$ cat config.mk
export PLATFORM = sky130hd
export DESIGN_NAME = onehot_bin_encoder_pipe
export DESIGN_NICKNAME = d
export VERILOG_FILES = /design/src/rtl/onehot_bin_encoder_pipe.sv
export SDC_FILE = /design/constraint.sdc
export NUM_CORES = 1
export LEC_CHECK = 0
export ABC_AREA = 1
export CAP_MARGIN = 20
export CORE_MARGIN = 5
export CORE_UTILIZATION = 45
export CTS_BUF_LIST = sky130_fd_sc_hd__clkbuf_4
export DETAILED_ROUTE_END_ITERATION = 6
export HOLD_SLACK_MARGIN = 0.02
export PLACE_DENSITY = 0.7
export SLEW_MARGIN = 10
export SYNTH_ARGS = -nofsm -noshare
export SYNTH_HDL_FRONTEND = slang
export SYNTH_SLANG_ARGS = --single-unit
$ cat constraint.sdc
create_clock -name clk -period 3.6 [get_ports clk]
set_input_delay 0.72 -clock clk [delete_from_list [all_inputs] [get_ports clk]]
set_output_delay 0.72 -clock clk [all_outputs]
set_load 0.005 [all_outputs]
$ cat src/rtl/onehot_bin_encoder_pipe.sv
// onehot_bin_encoder_pipe
//   Streaming one-hot -> binary bin-index encoder. It is a 2-stage elastic pipeline
//   with a valid/ready handshake on each side. It flags multi-hot and zero-hot words
//   and keeps a saturating count of each kind that is delivered downstream.
//   S1 registers the raw one-hot vector. S2 registers the encoded index and the flags.
//   S2 drives the outputs directly.
// Ports
//   clk, rst            rising-edge clock, synchronous active-high reset
//   in_valid/in_ready   input handshake (in_ready is combinational from out_ready)
//   in_onehot           NUM_BINS-wide one-hot bin vector
//   out_valid/out_ready output handshake
//   out_idx             encoded bin index (PRIO_MODE 0: OR-encode, 1: lowest set bit)
//   out_multi/out_zero  word had >1 / no bit set
//   cnt_clear           synchronous clear of both counters, wins over an increment
//   multi_cnt/zero_cnt  saturating counts of delivered multi-hot / zero-hot words
module onehot_bin_encoder_pipe #(
  parameter int unsigned NUM_BINS  = 16,
  parameter int unsigned IDX_W     = $clog2(NUM_BINS),
  parameter int unsigned PRIO_MODE = 0,
  parameter int unsigned CNT_W     = 16
) (
  input  logic                clk,
  input  logic                rst,
  input  logic                in_valid,
  output logic                in_ready,
  input  logic [NUM_BINS-1:0] in_onehot,
  output logic                out_valid,
  input  logic                out_ready,
  output logic [IDX_W-1:0]    out_idx,
  output logic                out_multi,
  output logic                out_zero,
  input  logic                cnt_clear,
  output logic [CNT_W-1:0]    multi_cnt,
  output logic [CNT_W-1:0]    zero_cnt
);

  logic                s1_valid_q, s1_valid_d;
  logic [NUM_BINS-1:0] s1_data_q, s1_data_d;
  logic                out_valid_q, out_valid_d;
  logic [IDX_W-1:0]    out_idx_q, out_idx_d;
  logic                out_multi_q, out_multi_d;
  logic                out_zero_q, out_zero_d;
  logic [CNT_W-1:0]    multi_cnt_q, multi_cnt_d;
  logic [CNT_W-1:0]    zero_cnt_q, zero_cnt_d;

  logic                s2_ready;
  logic                s1_adv;
  logic                out_xfer;

  logic [IDX_W-1:0]    enc_or;
  logic [IDX_W-1:0]    enc_lo;
  logic [IDX_W-1:0]    enc_idx;
  logic                enc_any;
  logic                enc_multi;

  // Handshake: a stage can take a word when empty or when its contents leave this cycle
  assign s2_ready = !out_valid_q || out_ready;
  assign s1_adv   = s1_valid_q && s2_ready;
  assign in_ready = !s1_valid_q || s1_adv;
  assign out_xfer = out_valid_q && out_ready;

  // Encoder over the S1 word. This computes the OR-encode, the lowest-set-bit index
  // and the multi-hot flag in one scan.
  always_comb begin
    enc_or    = '0;
    enc_lo    = '0;
    enc_any   = 1'b0;
    enc_multi = 1'b0;
    for (int unsigned i = 0; i < NUM_BINS; i++) begin
      if (s1_data_q[i]) begin
        enc_or = enc_or | IDX_W'(i);
        if (enc_any) begin
          enc_multi = 1'b1;
        end else begin
          enc_lo = IDX_W'(i);
        end
        enc_any = 1'b1;
      end
    end
  end

  assign enc_idx = (PRIO_MODE == 1) ? enc_lo : enc_or;

  // Next-state for both pipeline stages. Data is loaded only on a real advance,
  // so the outputs hold while stalled.
  always_comb begin
    s1_valid_d  = s1_valid_q;
    s1_data_d   = s1_data_q;
    out_valid_d = out_valid_q;
    out_idx_d   = out_idx_q;
    out_multi_d = out_multi_q;
    out_zero_d  = out_zero_q;

    if (in_ready) begin
      s1_valid_d = in_valid;
      if (in_valid) begin
        s1_data_d = in_onehot;
      end
    end

    if (s2_ready) begin
      out_valid_d = s1_valid_q;
      if (s1_valid_q) begin
        out_idx_d   = enc_idx;
        out_multi_d = enc_multi;
        out_zero_d  = !enc_any;
      end
    end
  end

  // Saturating error counters. They count on an output transfer, and clear wins.
  always_comb begin
    multi_cnt_d = multi_cnt_q;
    zero_cnt_d  = zero_cnt_q;
    if (cnt_clear) begin
      multi_cnt_d = '0;
      zero_cnt_d  = '0;
    end else begin
      if (out_xfer && out_multi_q && (multi_cnt_q != {CNT_W{1'b1}})) begin
        multi_cnt_d = multi_cnt_q + CNT_W'(1);
      end
      if (out_xfer && out_zero_q && (zero_cnt_q != {CNT_W{1'b1}})) begin
        zero_cnt_d = zero_cnt_q + CNT_W'(1);
      end
    end
  end

  // State registers
  always_ff @(posedge clk) begin
    if (rst) begin
      s1_valid_q  <= 1'b0;
      s1_data_q   <= '0;
      out_valid_q <= 1'b0;
      out_idx_q   <= '0;
      out_multi_q <= 1'b0;
      out_zero_q  <= 1'b0;
      multi_cnt_q <= '0;
      zero_cnt_q  <= '0;
    end else begin
      s1_valid_q  <= s1_valid_d;
      s1_data_q   <= s1_data_d;
      out_valid_q <= out_valid_d;
      out_idx_q   <= out_idx_d;
      out_multi_q <= out_multi_d;
      out_zero_q  <= out_zero_d;
      multi_cnt_q <= multi_cnt_d;
      zero_cnt_q  <= zero_cnt_d;
    end
  end

  assign out_valid = out_valid_q;
  assign out_idx   = out_idx_q;
  assign out_multi = out_multi_q;
  assign out_zero  = out_zero_q;
  assign multi_cnt = multi_cnt_q;
  assign zero_cnt  = zero_cnt_q;

endmodule

# Word level (Yosys, flattened, before mapping)
# Index checks and enable logic that the tools add are counted.
# classes
n_addsub,2
n_mul,0
n_div,0
n_lt_le_gt_ge,0
eq_ne,2
n_shift,0
muxes,61
bitwise,0
n_reduce_logical,14
# op_table
cell,count
2-to-1 mux 1 bit,47
adder 16 x 1 -> 16 bit (second input constant),2
2-to-1 mux 4 bit,8
inequality test 16 bit (second input constant),2
2-to-1 mux 3 bit,4
logical AND 1 bit,6
2-to-1 mux 2 bit,2
AND reduction 2 bit,2
logical NOT 1 bit,3
logical OR 1 bit,2
OR reduction 2 bit,1
# totals
ff_bits,56
latchBits,0
mem_bits_rw,0
romBits,0
inputBits,21
output_inout_bits,40
wordCells,87
n_memories,0

# Logic depth before layout (Yosys ltp)
# depth
word_depth,31
depth_mapped,11
mapped_depth_nobuf,11

# Worst setup path after synthesis
# OpenSTA, ideal clock, no wires.
# synth_timing
path_type,input-to-reg
from,input port out_ready
to,"register multi_cnt_q[12], in the netlist multi_cnt[12]"
setup_time_ps,117
arrival_ps,1526
required_ps,3483
path_slack_ps,1957
path_stages,7
path_buffers,0
path_cell_list,nand2_1 > nor2_1 > nand2_4 > nor3_1 > nand3_1 > nor2_1 > nor2_1
# synth_via
elab_chain_cells,3
# synth_lines
element,line_no,text
from (decl),28,"input logic out_ready,"
logical AND 1 bit,60,assign out_xfer = out_valid_q && out_ready;
logical AND 1 bit (2 in series),119,if (out_xfer && out_multi_q && (multi_cnt_q != {CNT_W{1'b1}})) begin
to (signal assigned),146,multi_cnt_q <= multi_cnt_d;
to (decl),43,"logic [CNT_W-1:0] multi_cnt_q, multi_cnt_d;"
# No other way between the ends.
# A chain may end at the register's enable or synchronous reset.

# Worst setup path in the final report
# layout_timing
from,input port out_ready
to,output port in_ready
# layout_via
elab_chain_cells,3
# layout_lines
element,line_no,text
logical OR 1 bit,57,assign s2_ready = !out_valid_q || out_ready;
logical AND 1 bit,58,assign s1_adv = s1_valid_q && s2_ready;
logical OR 1 bit,59,assign in_ready = !s1_valid_q || s1_adv;
to (decl),25,"output logic in_ready,"
# No other way between the ends.

==> flow_summary.toml <==
[routing]
wl_per_cell_um = 12.22
vias = 2712
firstDrtPassIters = 4
drc_errors = 0
wl_um = 6573
vias_per_cell = 5.041
drt_iter0_drc = 126
ant_nets = 0

[floorplanning]
io_pins = 61
die_height_um = 88.89
num_rows = 28
die_w_um = 88.89
die_area_mm2 = 0.007901
start_util = 0.4674
core-area_mm2 = 0.005991

[final_layout]
fillers = 552
final_area_mm2 = 0.003492
area_growth_pct = 24.71
antenna_cells = 0
nets = 485
drive_above_1_share = 0.05184

[power_and_ir_drop]
p_total_w = 0.001052
p_per_area_mw_per_mm2 = 301.2
max-vdd-ir-drop_v = 0.0001841
leakage_nw = 1.271

[setup_path]
max_stage_delay_ps = 530
cp_max_fo = 3
cp_top_family = "buffers and inverters"
start_kind = "input pin"
path_common_cell = "clkdlybuf4s50_1"
r2r_start = "zero_cnt[0]"
cp_cell_sequence = "clkdlybuf4s50_1 -> inv_1 -> nand3_1 -> clkdlybuf4s50_1"
critPathSlowestCell = "clkdlybuf4s50_1"
cp-startpoint = "out_ready"
worstPathRequired_ps = 2880
worst_setup_path_end_kind = "output port"
crit_buf_inv = 3
path_class = "in -> out"
crit_arrival_ps = 1950

[sta]
max-slew-margin-rel = 0.4691
drv_slew = 0
fmax_mhz = 373.9
rsz0062_at_grt = "no"
period_needed_ps = 2674
fin_crit_sh = 0.7428
worst_pin_slew_ps = 794.5
finClkSkew_ps = 12.18
setup_ws_ps = 925.8
hold_viol = 0
setup_violations = 0
finalSetupTns_ps = 0

[clocking]
clock_latency_ps = 370
cts-resized-gates = 0
cts_tree = "yes"
clockBufferDepth = 2
clock-root-buffer = "clkbuf_4"
cts.htree.levels = 2
cts_setup_buffers = 0
hold_buffers = 0
cts_buffers = 5
cts_sinks = 56
path_clk_slew_ps = 140

[global_routing]
grt_pass1_wl_um = 11080
gr-usage-met1 = 0.2304
antenna_found_initial = 0
use_met3 = 0.03724
grt_max_degree = 30
first_global_vias = 2505
grt_util_all_layers = 0.1742
busiest_layer = "met2"
grt-ovfl-total = 0
grt_util_met2 = 0.2841

[placed_design]
gp_congestion = 0.8320
placed_area_mm2 = 0.003436
portBuffers = 60
pre_cts_slack_ps = 931.7
place_hpwl_um = 4999

[yosys]
synth_seq_cells = 56
synth_cells = 405
synth_cell_types = 31
netlist_area_mm2 = 0.002800
ys_warn_count = 0
yosysSeqAreaShare = 0.4004
synth_nets = 428
avgSynthCellArea_um2 = 6.914

[hold_path]
hold_path_class = "reg -> reg"
min-delay-start = "s1_data_q[10]"

[flow_run]
drv_cap = 0

[run_status]
status = "complete, no violations"
[final timing paths]
kind	endpoint	slack, ps	cells past startpoint
max	in_ready	930	4
min	s1_data_q[10]	490	2
max reg2reg	zero_cnt[4]	1730	10
min reg2reg	s1_data_q[10]	490	2
[cell type report]
type | count | area (µm²) | area share
Sequential cell | 56 | 1121 | 0.3210
Inverter | 52 | 195.2 | 0.05589
Tap cell | 75 | 93.84 | 0.02687
Multi-Input combinational cell | 286 | 1418 | 0.4059
Clock buffer | 7 | 52.55 | 0.01505
Timing Repair Buffer | 61 | 608.1 | 0.1741
Clock inverter | 1 | 3.754 | 0.001075
[sequential cells by signal (all words and copies together) (netlist names)]
name and cells:
out_multi 1, s1_data_q 16, out_valid 1, multi_cnt 16
out_zero 1, s1_valid_q 1, out_idx 4, zero_cnt 16
[synthesized netlist by cell type, drive strengths merged]
| library cell | number | share of area |
|---|---|---|
| o21a | 1 | 0.0027 |
| nor4 | 3 | 0.0067 |
| nand4 | 10 | 0.022 |
| o221a | 1 | 0.0040 |
| dfxtp | 56 | 0.40 |
| nand2 | 83 | 0.12 |
| a31oi | 2 | 0.0045 |
| o21ai | 36 | 0.064 |
| nor3b | 1 | 0.0027 |
| nor3 | 18 | 0.042 |
| o21bai | 2 | 0.0054 |
| inv | 52 | 0.070 |
| a21oi | 39 | 0.070 |
| a211oi | 1 | 0.0027 |
| nor2 | 50 | 0.070 |
| clkbuf | 4 | 0.0054 |
| buf | 7 | 0.018 |
| nand3 | 25 | 0.046 |
| xnor2 | 2 | 0.0063 |
| ha | 2 | 0.0089 |
| xor2 | 10 | 0.031 |
[where the power goes]
group | total (W) | switching [W] | internal (W)
logic | 0.000122 | 0.0000660 | 0.0000560
clock network | 0.000275 | 0.000184 | 0.0000908
registers | 0.000655 | 0.0000150 | 0.000640
[through the flow]
stage,cells,utilization,hold slack (ps)
floorplan,405,-,443.9
CTS,538,0.5829,484.0
global route,538,0.5829,510.4
finish,538,0.5829,485.4
global placement,530,0.5735,461.1
detailed placement,530,0.5735,464.3
[layout by cell type (no fill, tap or decap), types with 2 or more instances in the layout]
cell             instances
dfxtp_1                 56
nand3_1                 24
xor2_1                  10
o21bai_1                 2
ha_1                     2
xnor2_1                  2
nor3_4                   2
nand2_2                  3
o21ai_0                 32
clkbuf_4                 7
inv_1                   48
nor3_1                  15
o21ai_1                  4
nor2_2                   3
nand4_1                 10
nand2_1                 79
nor4_1                   3
inv_2                    4
a21oi_1                 39
a31oi_1                  2
clkdlybuf4s50_1         60
nor2_1                  47
[routing by layer]
layer / wire length (µm) / part of all wire
met2: 2957 / 0.45
met1: 3177 / 0.48
met5: 0 / 0
met4: 104 / 0.016
met3: 333 / 0.051
[worst min-delay path, stage by stage (launching register included)]
cell and delay, ps:
dfxtp_1 340, inv_1 70, a21oi_1 50
[cells by family after synthesis]
kind of cell | Yosys count | share of synthesized area
simple gates | 190 | 0.3065
compound gates | 82 | 0.1533
buf+inv | 63 | 0.09338
flops | 56 | 0.4004
xor+xnor | 12 | 0.03753
fa+ha+maj | 2 | 0.008935
No activity file was read; power rests on OpenSTA's default activity.
